File: src/rtl/mem_arbiter_if.sv
// mem_arbiter_if: requester, memory and status signals between the CPU ports, the arbiter and the memory.
interface mem_arbiter_if #(
    parameter int ADDR_BITS  = 10,
    parameter int DATA_WIDTH = 32
);
    logic                  if_req;
    logic [ADDR_BITS-1:0]  if_addr;
    logic                  if_ready;
    logic [DATA_WIDTH-1:0] if_rdata;
    logic                  if_err;
    logic                  d_req;
    logic                  d_we;
    logic [ADDR_BITS-1:0]  d_addr;
    logic [DATA_WIDTH-1:0] d_wdata;
    logic                  d_ready;
    logic [DATA_WIDTH-1:0] d_rdata;
    logic                  d_err;
    logic                  mem_wr_en;
    logic [ADDR_BITS-1:0]  mem_addr;
    logic [DATA_WIDTH-1:0] mem_wdata;
    logic [DATA_WIDTH-1:0] mem_rdata;
    logic                  mem_rd_ack;
    logic                  busy;

    modport master (
        output if_req, if_addr, d_req, d_we, d_addr, d_wdata, mem_rdata, mem_rd_ack,
        input  if_ready, if_rdata, if_err, d_ready, d_rdata, d_err,
        input  mem_wr_en, mem_addr, mem_wdata, busy
    );

    modport slave (
        input  if_req, if_addr, d_req, d_we, d_addr, d_wdata, mem_rdata, mem_rd_ack,
        output if_ready, if_rdata, if_err, d_ready, d_rdata, d_err,
        output mem_wr_en, mem_addr, mem_wdata, busy
    );
endinterface

File: src/rtl/mem_arbiter.sv
// mem_arbiter: round-robin arbiter between instruction fetch and data ports for a single-ported memory,
// with timeout-protected reads and one-cycle ready pulses.
module mem_arbiter #(
    parameter int ADDR_BITS  = 10,
    parameter int DATA_WIDTH = 32,
    parameter int TIMEOUT    = 15
) (
    input logic          clk,
    input logic          rst,
    mem_arbiter_if.slave bus
);
    localparam logic [1:0] IDLE    = 2'd0;
    localparam logic [1:0] ACCESS  = 2'd1;
    localparam logic [1:0] RD_WAIT = 2'd2;
    localparam logic [1:0] RESP    = 2'd3;
    localparam int CW = $clog2(TIMEOUT + 1);

    logic [1:0]    state;
    logic          grant_d;
    logic          last_d;
    logic          we;
    logic          pick_d;
    logic [CW-1:0] cnt;

    // on a tie the port that did not win last time gets the grant
    always_comb pick_d = bus.d_req & (~bus.if_req | ~last_d);

    assign bus.if_ready = (state == RESP) & ~grant_d;
    assign bus.d_ready  = (state == RESP) & grant_d;
    assign bus.busy     = state != IDLE;

    always_ff @(posedge clk or posedge rst) begin
        if (rst) begin
            state         <= IDLE;
            grant_d       <= 1'b0;
            last_d        <= 1'b0;
            we            <= 1'b0;
            cnt           <= '0;
            bus.mem_wr_en <= 1'b0;
            bus.mem_addr  <= {ADDR_BITS{1'b0}};
            bus.mem_wdata <= {DATA_WIDTH{1'b0}};
            bus.if_rdata  <= {DATA_WIDTH{1'b0}};
            bus.if_err    <= 1'b0;
            bus.d_rdata   <= {DATA_WIDTH{1'b0}};
            bus.d_err     <= 1'b0;
        end else begin
            case (state)
                IDLE: if (bus.if_req | bus.d_req) begin
                    grant_d       <= pick_d;
                    we            <= pick_d & bus.d_we;
                    bus.mem_wr_en <= pick_d & bus.d_we;
                    bus.mem_addr  <= pick_d ? bus.d_addr : bus.if_addr;
                    bus.mem_wdata <= pick_d ? bus.d_wdata : bus.mem_wdata;
                    state         <= ACCESS;
                end
                ACCESS: begin
                    bus.mem_wr_en <= 1'b0;
                    cnt           <= '0;
                    if (we) begin
                        bus.d_err <= 1'b0;
                        state     <= RESP;
                    end else begin
                        state <= RD_WAIT;
                    end
                end
                RD_WAIT: if (bus.mem_rd_ack) begin
                    if (grant_d) begin
                        bus.d_rdata <= bus.mem_rdata;
                        bus.d_err   <= 1'b0;
                    end else begin
                        bus.if_rdata <= bus.mem_rdata;
                        bus.if_err   <= 1'b0;
                    end
                    state <= RESP;
                end else begin
                    cnt <= cnt + 1'b1;
                    if (cnt == CW'(TIMEOUT - 1)) begin
                        if (grant_d) begin
                            bus.d_rdata <= {DATA_WIDTH{1'b0}};
                            bus.d_err   <= 1'b1;
                        end else begin
                            bus.if_rdata <= {DATA_WIDTH{1'b0}};
                            bus.if_err   <= 1'b1;
                        end
                        state <= RESP;
                    end
                end
                default: begin
                    last_d <= grant_d;
                    state  <= IDLE;
                end
            endcase
        end
    end
endmodule
File: src/flat_wrapper.sv
// flat-port wrapper written by rule: the top's interface ports become plain ports
module mem_arbiter_flat 
#(
    parameter int ADDR_BITS  = 10,
    parameter int DATA_WIDTH = 32,
    parameter int TIMEOUT    = 15
)
  (clk, rst, bus_if_req, bus_if_addr, bus_d_req, bus_d_we, bus_d_addr, bus_d_wdata, bus_mem_rdata, bus_mem_rd_ack, bus_if_ready, bus_if_rdata, bus_if_err, bus_d_ready, bus_d_rdata, bus_d_err, bus_mem_wr_en, bus_mem_addr, bus_mem_wdata, bus_busy);
  mem_arbiter_if #(.ADDR_BITS(ADDR_BITS), .DATA_WIDTH(DATA_WIDTH)) bus_i ();
  input logic clk;
  input logic rst;
  input wire logic [$bits(bus_i.if_req)-1:0] bus_if_req;
  input wire logic [$bits(bus_i.if_addr)-1:0] bus_if_addr;
  input wire logic [$bits(bus_i.d_req)-1:0] bus_d_req;
  input wire logic [$bits(bus_i.d_we)-1:0] bus_d_we;
  input wire logic [$bits(bus_i.d_addr)-1:0] bus_d_addr;
  input wire logic [$bits(bus_i.d_wdata)-1:0] bus_d_wdata;
  input wire logic [$bits(bus_i.mem_rdata)-1:0] bus_mem_rdata;
  input wire logic [$bits(bus_i.mem_rd_ack)-1:0] bus_mem_rd_ack;
  output wire logic [$bits(bus_i.if_ready)-1:0] bus_if_ready;
  output wire logic [$bits(bus_i.if_rdata)-1:0] bus_if_rdata;
  output wire logic [$bits(bus_i.if_err)-1:0] bus_if_err;
  output wire logic [$bits(bus_i.d_ready)-1:0] bus_d_ready;
  output wire logic [$bits(bus_i.d_rdata)-1:0] bus_d_rdata;
  output wire logic [$bits(bus_i.d_err)-1:0] bus_d_err;
  output wire logic [$bits(bus_i.mem_wr_en)-1:0] bus_mem_wr_en;
  output wire logic [$bits(bus_i.mem_addr)-1:0] bus_mem_addr;
  output wire logic [$bits(bus_i.mem_wdata)-1:0] bus_mem_wdata;
  output wire logic [$bits(bus_i.busy)-1:0] bus_busy;
  assign bus_i.if_req = bus_if_req;
  assign bus_i.if_addr = bus_if_addr;
  assign bus_i.d_req = bus_d_req;
  assign bus_i.d_we = bus_d_we;
  assign bus_i.d_addr = bus_d_addr;
  assign bus_i.d_wdata = bus_d_wdata;
  assign bus_i.mem_rdata = bus_mem_rdata;
  assign bus_i.mem_rd_ack = bus_mem_rd_ack;
  assign bus_if_ready = bus_i.if_ready;
  assign bus_if_rdata = bus_i.if_rdata;
  assign bus_if_err = bus_i.if_err;
  assign bus_d_ready = bus_i.d_ready;
  assign bus_d_rdata = bus_i.d_rdata;
  assign bus_d_err = bus_i.d_err;
  assign bus_mem_wr_en = bus_i.mem_wr_en;
  assign bus_mem_addr = bus_i.mem_addr;
  assign bus_mem_wdata = bus_i.mem_wdata;
  assign bus_busy = bus_i.busy;
  mem_arbiter #(.ADDR_BITS(ADDR_BITS), .DATA_WIDTH(DATA_WIDTH), .TIMEOUT(TIMEOUT)) u_core (.clk(clk), .rst(rst), .bus(bus_i));
endmodule
File: config.mk
export PLATFORM = sky130hd
export DESIGN_NAME = mem_arbiter_flat
export DESIGN_NICKNAME = d
export VERILOG_FILES = /design/src/rtl/mem_arbiter_if.sv /design/src/rtl/mem_arbiter.sv /design/src/flat_wrapper.sv
export SDC_FILE = /design/constraint.sdc
export NUM_CORES = 1
export LEC_CHECK = 0
export ABC_AREA = 1
export BUFFER_PORTS_ARGS = -buffer_cell sky130_fd_sc_hd__buf_2
export CAP_MARGIN = 20
export CELL_PAD_IN_SITES_DETAIL_PLACEMENT = 2
export CELL_PAD_IN_SITES_GLOBAL_PLACEMENT = 2
export CORE_MARGIN = 5
export CORE_UTILIZATION = 30
export CTS_BUF_LIST = sky130_fd_sc_hd__clkbuf_8
export DETAILED_ROUTE_END_ITERATION = 12
export PLACE_DENSITY = 0.87
export SLEW_MARGIN = 20
export SYNTH_ARGS = -nofsm -noshare
export SYNTH_HDL_FRONTEND = slang
export SYNTH_SLANG_ARGS = --single-unit
File: constraint.sdc
create_clock -name clk -period 6 [get_ports clk]
set_input_delay 0.6 -clock clk [delete_from_list [all_inputs] [get_ports clk]]
set_output_delay 0.6 -clock clk [all_outputs]
set_load 0.005 [all_outputs]
==> key figures <==
Clock tree
  – Sink Count: 118
  – TritonCTS clock tree: done
  – TritonCTS Buffers: 17
  – Post-CTS Setup Inserts: 0
  – Clock-pin slew of the registers on the worst-case setup and hold paths: 0.08 ns
  – CTS resizes: 0
  – Root Driver: clkbuf_8
  – # hold bufs at CTS: 0
  – CTS max path bufs: 2
  – Clk_lat worst skew: 0.43 ns
  – H-Tree Depth: 4

Power
  – Net Sw Power: 1.22 mW
  – Design internal power: 2.03 mW
  – Flop pwr share: 0.421
  – Cell Pwr Density: 501 nW/µm²
  – Leak: 3.63 nW
  – Clock share of power: 0.238
  – Logic pwr share: 0.342
  – Max VDD drop: 170 µV
  – Switching portion of total power: 0.375

Place
  – GP Congestion: 0.768
  – Post-detail-place hpwl: 12.2 mm
  – Pre-CTS setup slack: 3.33 ns
  – PortBufs: 201

Yosys
  – EDFF count, synth: 0
  – Flops & latches, synth: 118
  – Most frequent cells after synthesis: 189 x nand2_1, 118 x dfrtp_1, 61 x inv_1, 61 x o21ai_0, 29 x o21ai_1
  – Most common cell in the netlist: nand2_1
  – Post-synth top area cell: dfrtp_1
  – Post-Synthesis Cells: 538
  – Synthesized Nets: 635
  – Mapped cell area: 4910 µm²
  – Top FF cell, synth: dfrtp_1
  – Fraction of registers with async set/reset: 1.00
  – Synth Warn #: 0
  – Post-synth top area share: 0.601
  – Seq/Total Area, Yosys: 0.601
  – Synth unique cells: 21
  – Largest cells by area after synthesis: dfrtp_1 60%, nand2_1 14%, o21ai_0 6.2%
  – Avg Cell Area, Syn: 9.13 µm²

Critical path
  – WS Path Type: flop to output pin
  – Max incr delay on CP: 0.42 ns
  – CP Data Required Time: 5.40 ns
  – R2R Path Start: u_core.state[0]$_DFFE_PP0P_
  – FF-to-FF path depth: 6
  – Critical path launch point type: flop
  – Crit path DAT: 1.57 ns
  – CP Capture Type: output pin
  – R2R setup slack: 3.85 ns
  – CP Max Fanout: 6
  – Top cell by count, worst path: inv_1
  – Critical path cell sequence: inv_1 -> ha_1 -> inv_1 -> buf_2
  – Reg2reg end: u_core.bus.mem_addr[7]$_DFFE_PP0P_
  – Crit-path slowest cell: dfrtp_1

STA
  – Worst Clk Skew: 0.0106 ns
  – Max_slew headroom: 0.437
  – TNS Setup: 0 ns
  – Hold Vio Cnt, Final: 0
  – Final min period: 2.17 ns
  – Worst Tran Pin Value: 0.838 ns
  – Setup violations, final: 0
  – Fin crit share: 0.362
  – F_max: 461 MHz
  – RSZ-0062 raised after global routing: false
  – Slew Limit Fails: 0
  – PnR worst setup slack: 3.83 ns

Cells and area
  – Final nets: 829
  – Ant diodes: 0
  – Area Growth Syn to Fin: 31.7%
  – Share of layout cells above drive strength 1: 0.342
  – Fill cell count: 1,877

GRT
  – Global route total overflow: 0
  – First-pass GRT wire length: 26.1 mm
  – Largest net degree at the start of global routing: 66
  – Initial antenna violation count: 0
  – Vias in the first global route: 5,142
  – Global router's overall resource usage: 0.176

Min path
  – Hold crit path type: input port to async pin

Outcome
  – Status: complete, no violations

Floorplanning
  – I/O Pins: 202
  – Core Area: 16,000 µm²
  – Initial core utilization: 0.307
  – Die H: 138 µm
  – Die area: 19,000 µm²
  – Number of placement rows: 46
  – Die Span X: 138 µm

Routing
  – 1st-iter DRT viols: 102
  – Antenna-violating nets left: 0
  – Drt drc: 0
  – Avg Vias per Cell: 4.58
  – First-pass DRT Iterations: 4
  – Vias: 4,400
  – Routed len/inst: 17.0 µm
  – Routed wire length: 16.4 mm

Run
  – Number of max-cap violations: 0
==> per-stage QoR <==
step                hold WS, ns  cells  instance area [µm²]  total power [mW]   util
global route              0.320    961                 6470              3.52  0.404
detailed placement        0.470    929                 6030              2.51  0.377
floorplan                 0.442    538                 4910              1.91      -
global placement          0.459    929                 6030              2.38  0.377
finish                    0.280    961                 6470              3.24  0.404
CTS                       0.289    961                 6450              3.31  0.403
==> sequential cells by signal, indices dropped and copies added, names as in the netlist, 2 cells and up <==
register              cells
u_core.bus.d_rdata       32
u_core.state              2
u_core.bus.mem_wdata     32
u_core.bus.if_rdata      32
u_core.bus.mem_addr      10
u_core.cnt                4
==> placed cells by master (no fill, tap or decap) <==
cell	count
nand2_1	189
nand2_2	2
a21oi_1	1
inv_6	2
o211ai_1	10
clkinv_4	3
o21ai_1	29
o22ai_1	1
buf_2	201
o21ai_0	61
nand3_1	6
clkinv_2	1
inv_1	60
dfrtp_1	118
nand2_4	1
nand4_1	2
o21ai_2	13
buf_4	2
nand3_4	1
nor2_1	6
ha_1	7
clkbuf_8	18
inv_4	1
nand3_2	1
inv_2	1
bufinv_16	3
clkinvlp_4	5
==> metal layers <==
layer / routed length [µm] / track usage / vias to the layer above / share of wire
met3: 1480 / 0.0617 / 15 / 0.090
met5: 0 / 0 / - / 0
met2: 8100 / 0.309 / 162 / 0.50
li1: - / - / 2083 / -
met1: 6610 / 0.200 / 2140 / 0.40
met4: 179 / 0.0549 / 0 / 0.011
==> how the worst max path moves through the flow <==
stage,end,cells after the start,start
floorplan,u_core.bus.d_err$_DFFE_PP0P_,1,rst
global placement,u_core.bus.d_rdata[10]$_DFFE_PP0P_,5,bus_mem_rd_ack
detailed placement,u_core.bus.d_rdata[19]$_DFFE_PP0P_,5,bus_mem_rd_ack
CTS,u_core.bus.mem_wdata[5]$_DFFE_PP0P_,4,u_core.state[0]$_DFFE_PP0P_
global route,u_core.bus.mem_addr[8]$_DFFE_PP0P_,6,u_core.state[0]$_DFFE_PP0P_
finish,bus_busy,4,u_core.state[0]$_DFFE_PP0P_
==> cell families after synthesis <==
| kind of cell | share of synthesized area |
|---|---|
| buffers and inverters | 0.0838 |
| AND/OR/NAND/NOR | 0.165 |
| flip-flops | 0.601 |
| AO/OA/AOI/OAI | 0.132 |
| adder cells (fa/ha/maj) | 0.0178 |
==> area by class of cell <==
cell class,count,area [µm²],area share
tap,216,270,0.0418
multi-input combinational,330,1560,0.242
inverter,62,235,0.0364
clock inverter,14,176,0.0273
sequential,118,2950,0.457
timing repair buffer,203,1020,0.158
clock buffer,18,248,0.0383
==> critical path, delay by kind of cell (launching register included) <==
kind	cells	cell delay (ns)
adder cells (fa/ha/maj)	1	0.35
buffers and inverters	3	0.38
flip-flops	1	0.42
==> power by group through the flow <==
stage          clock (mW)  sequential [mW]  combinational (mW)
3_3_place_gp            0             1.35                1.03
4_1_cts             0.798             1.37                1.14
5_1_grt             0.836             1.41                1.27
6_report            0.771             1.36                1.11
2_1_floorplan           0             1.36               0.549
3_5_place_dp            0             1.38                1.13
(Power assumes the default switching activity.)
